$ cat config.mk
export PLATFORM = sky130hd
export DESIGN_NAME = axis_pulse_sequencer
export DESIGN_NICKNAME = d
export VERILOG_FILES = /design/src/rtl/axis_pulse_sequencer.sv
export SDC_FILE = /design/constraint.sdc
export NUM_CORES = 1
export LEC_CHECK = 0
export ABC_AREA = 1
export BUFFER_PORTS_ARGS = -buffer_cell sky130_fd_sc_hd__buf_4
export CAP_MARGIN = 10
export CORE_AREA = 2 2 160 162
export CTS_CLUSTER_SIZE = 40
export DETAILED_ROUTE_END_ITERATION = 10
export DIE_AREA = 0 0 162 164
export PLACE_DENSITY = 0.73
export SYNTH_ARGS = -nofsm -noshare
export SYNTH_HDL_FRONTEND = slang
export SYNTH_SLANG_ARGS = --single-unit
$ cat constraint.sdc
create_clock -name aclk -period 5.1 [get_ports aclk]
set_input_delay 0 -clock aclk [delete_from_list [all_inputs] [get_ports aclk]]
set_output_delay 0 -clock aclk [all_outputs]
set_load 0.1 [all_outputs]
$ cat src/rtl/axis_pulse_sequencer.sv
// Plays a pulse program from a BRAM read port onto TX (128b) and RX (64b) AXI-Stream
// event streams, repeating the program for a configured number of passes.
module axis_pulse_sequencer #(
    parameter int BRAM_ADDR_WIDTH = 10,
    parameter int BRAM_DATA_WIDTH = 128
) (
    input  logic                       aclk,
    input  logic                       aresetn,
    input  logic                       run,
    input  logic [BRAM_ADDR_WIDTH-1:0] cfg_length,
    input  logic [31:0]                cfg_repeats,
    output logic [31:0]                sts_pass,
    output logic                       busy,
    output logic                       bram_porta_clk,
    output logic                       bram_porta_rst,
    output logic [BRAM_ADDR_WIDTH-1:0] bram_porta_addr,
    input  logic [BRAM_DATA_WIDTH-1:0] bram_porta_rddata,
    output logic [127:0]               m_axis_tx_evts_tdata,
    output logic                       m_axis_tx_evts_tvalid,
    input  logic                       m_axis_tx_evts_tready,
    output logic [63:0]                m_axis_rx_evts_tdata,
    output logic                       m_axis_rx_evts_tvalid,
    input  logic                       m_axis_rx_evts_tready
);

    typedef enum logic [2:0] {S_IDLE, S_READ, S_LATCH, S_SEND, S_NEXT} state_t;

    localparam logic [1:0] T_TX  = 2'b00;
    localparam logic [1:0] T_RX  = 2'b01;
    localparam logic [1:0] T_NOP = 2'b10;

    state_t                     state, state_d;
    logic [BRAM_ADDR_WIDTH-1:0] addr, len_q, addr_inc;
    logic [31:0]                rep_q, pass_inc;
    logic [123:0]               word_reg;
    logic [1:0]                 word_type;
    logic                       start, end_pass, all_done, handshake;
    logic                       unused_bits;

    assign bram_porta_clk  = aclk;
    assign bram_porta_rst  = ~aresetn;
    assign bram_porta_addr = addr;
    assign busy            = (state != S_IDLE);

    assign m_axis_tx_evts_tdata = {4'b0000, word_reg};
    assign m_axis_rx_evts_tdata = word_reg[63:0];

    assign word_type   = bram_porta_rddata[127:126];
    assign unused_bits = ^bram_porta_rddata[125:124];
    assign addr_inc    = addr + 1'b1;
    assign pass_inc    = sts_pass + 32'd1;
    assign all_done    = (rep_q != 32'd0) && (pass_inc == rep_q);
    assign handshake   = (m_axis_tx_evts_tvalid & m_axis_tx_evts_tready) |
                         (m_axis_rx_evts_tvalid & m_axis_rx_evts_tready);

    always_ff @(posedge aclk or negedge aresetn) begin
        if (!aresetn) state <= S_IDLE;
        else          state <= state_d;
    end

    always_comb begin
        state_d  = state;
        start    = 1'b0;
        end_pass = 1'b0;
        case (state)
            S_IDLE: begin
                if (run && cfg_length != '0) begin
                    start   = 1'b1;
                    state_d = S_READ;
                end
            end
            S_READ:  state_d = S_LATCH;
            S_LATCH: begin
                if (word_type == T_TX || word_type == T_RX) state_d = S_SEND;
                else if (word_type == T_NOP)                 state_d = S_NEXT;
                else                                         end_pass = 1'b1;
            end
            S_SEND: if (handshake) state_d = S_NEXT;
            S_NEXT: begin
                if (addr_inc == len_q) end_pass = 1'b1;
                else                   state_d  = run ? S_READ : S_IDLE;
            end
            default: state_d = S_IDLE;
        endcase
        // A finished pass overrides the per-state target; the last pass always parks.
        if (end_pass) state_d = (all_done || !run) ? S_IDLE : S_READ;
    end

    always_ff @(posedge aclk or negedge aresetn) begin
        if (!aresetn) begin
            addr                  <= '0;
            len_q                 <= '0;
            rep_q                 <= '0;
            sts_pass              <= '0;
            word_reg              <= '0;
            m_axis_tx_evts_tvalid <= 1'b0;
            m_axis_rx_evts_tvalid <= 1'b0;
        end else begin
            if (start) begin
                addr     <= '0;
                len_q    <= cfg_length;
                rep_q    <= cfg_repeats;
                sts_pass <= '0;
            end
            if (state == S_LATCH) begin
                word_reg              <= bram_porta_rddata[123:0];
                m_axis_tx_evts_tvalid <= (word_type == T_TX);
                m_axis_rx_evts_tvalid <= (word_type == T_RX);
            end
            if (state == S_SEND && handshake) begin
                m_axis_tx_evts_tvalid <= 1'b0;
                m_axis_rx_evts_tvalid <= 1'b0;
            end
            if (state == S_NEXT) addr <= addr_inc;
            if (end_pass) begin
                sts_pass <= pass_inc;
                addr     <= '0;
            end
        end
    end

endmodule

==> impl_metrics.tcl <==
set metrics [dict create \
    status "finished with violations" \
    violations "DRC" \
    slew_headroom_pct 34.9 \
    antenna_found_initial 4 \
    grt_pass1_vias 11200 \
    critPathMaxFanout 2 \
    cts_hold_buffers 180 \
    multiInputGateArea_mm2 0.00444 \
    fin_hold_ws_ns 0.0584 \
    antenna_left 0 \
    synth_common_cells "666 x nand2_1, 213 x dfrtp_1, 107 x inv_1" \
    path_clk_slew_ns 0.06 \
    vias 11200 \
    ys_seq_area_share_pct 49.0 \
    synthFlopType "dfrtp_1" \
    synth_top_area_share_pct 49.0 \
    cts_tree "yes" \
    routed_wl_mm 39.4 \
    drcViolationCount 1 \
    synth_seq_cells 213 \
    worstHoldPathCells 7 \
    ctsResizeCount 0 \
    ys_types 40 \
    fp.dieH_um 164 \
    finalClockSkew_ns 0.0166 \
    die_area_mm2 0.0266 \
    hold_violations 0 \
    clock_latency_ns 0.64 \
    maxCapViolations 0 \
    postLayoutCoreUtil_pct 66.1 \
    wl_per_cell_um 17.3 \
    postCtsSetupBuffers 0 \
    area_delta_synth_final_pct 51.0 \
    crit_type "clock port to primary output" \
    core_area_mm2 0.0248 \
    ys_warn_count 0 \
    rsz0062_at_grt "false" \
    first_pass_iters 8 \
    grt_overflow 0 \
    track_usage_pct 29.0 \
    dr.first_iter.drc_count 944 \
    end_kind "primary output" \
    gp_congestion 0.879 \
    grt_first_pass_wirelength_mm 60.2 \
    postSynthAreaPerCell_um2 7.70 \
    synth_area_leaders "dfrtp_1 49%, nand2_1 23%, buf_4 5.0%" \
    critPathLaunchType "clock port" \
    reg2reg_depth 6 \
    final_nets 2106 \
    drive_gt1_share_pct 25.9 \
    maxSlewViolCount 0 \
    seqCellArea_mm2 0.00533 \
    synthCells 1412 \
    yosysTopAreaCell "dfrtp_1" \
    rows 58 \
    cp.required_ns 5.10 \
    tightest_slew_ns 0.974 \
    arrival_ns 3.02 \
    hpwl_mm 26.6 \
    async_flop_share_pct 100 \
    synth-edff-count 0 \
    numPortBuffers 407 \
    hp-class "input pin to register" \
    ios 414 \
    finalSetupViolations 0 \
    start_util_pct 43.8 \
    netlist_area_mm2 0.0109 \
    grt_max_degree 76 \
    finalSetupTns_ns 0 \
    die-width_um 162 \
    fillers 2025 \
    largest_register_ffs 124 \
    avgViaCountPerCell 4.92 \
    synth.most_common_cell "nand2_1" \
]
## worst paths after layout
path	to	slack [ns]	start
worst max-delay path	bram_porta_clk	2.08	aclk
worst min-delay path	state[0]$_DFFE_PN0P_	0.06	m_axis_tx_evts_tready
worst max register to register	word_reg[113]$_DFFE_PN0N_	2.30	state[2]$_DFFE_PN0P_
worst min register to register	word_reg[96]$_DFFE_PN0N_	0.48	word_reg[96]$_DFFE_PN0N_
max in group asynchronous	word_reg[117]$_DFFE_PN0N_	3.49	aresetn
min in group asynchronous	sts_pass[27]$_DFFE_PN0P_	0.39	aresetn
## cell type report
type / count / share of cell area [%]
antenna: 3 / 0.0457
clock buffer: 36 / 4.72
clock inverter: 12 / 0.686
inverter: 110 / 2.56
multi-input combinational: 984 / 27.1
sequential: 213 / 32.5
tap: 330 / 2.52
timing repair buffer: 591 / 29.9
## per-layer routing
layer	vias up	routed length, um	track usage (%)
li1	5323	-	-
met1	5333	16300	38.3
met2	462	18200	46.2
met3	86	3290	7.12
met4	6	1600	11.6
met5	-	39	0
## stage by stage
stage | setup WS, ns | area, um^2 | cells
final | 2.08 | 16400 | 2279
after global routing | 2.04 | 16400 | 2276
after CTS | 2.08 | 16400 | 2276
after detailed placement | 2.34 | 13700 | 2049
after global placement | 2.34 | 13700 | 2049
after floorplan | 2.34 | 10900 | 1415
## cell families after synthesis
family,synth area share [%]
simple gates,32.4
buf+inv,10.4
flops,49.0
compound gates,5.27
xor+xnor,2.62
fa+ha+maj,0.230
other cells,0.0345
## critical path, stage by stage
cell and delay, ns:
clkbuf_16 0.12, clkbuf_16 0.13, buf_4 0.22
## placed cells by master (no fill, tap or decap), types with 3 or more instances in the layout
cell           count
o211ai_1           3
and2_1             3
nand3_1           80
diode_2            3
nor2_4             7
dfrtp_1          213
conb_1             4
inv_1            107
o21ai_0           53
dlygate4sd3_1    179
clkbuf_16         28
nand4_1            4
nor2_1            91
clkinv_2           9
clkbuf_8           4
nand2_2            7
xnor2_1            4
o22ai_2           19
nor2_2             4
xnor3_1            5
xor2_1            13
buf_4            411
nand2_1          665
clkbuf_1           3
Power is not shown: default switching activity piles up to over one toggle a cycle in this logic, so the estimate is an artifact.
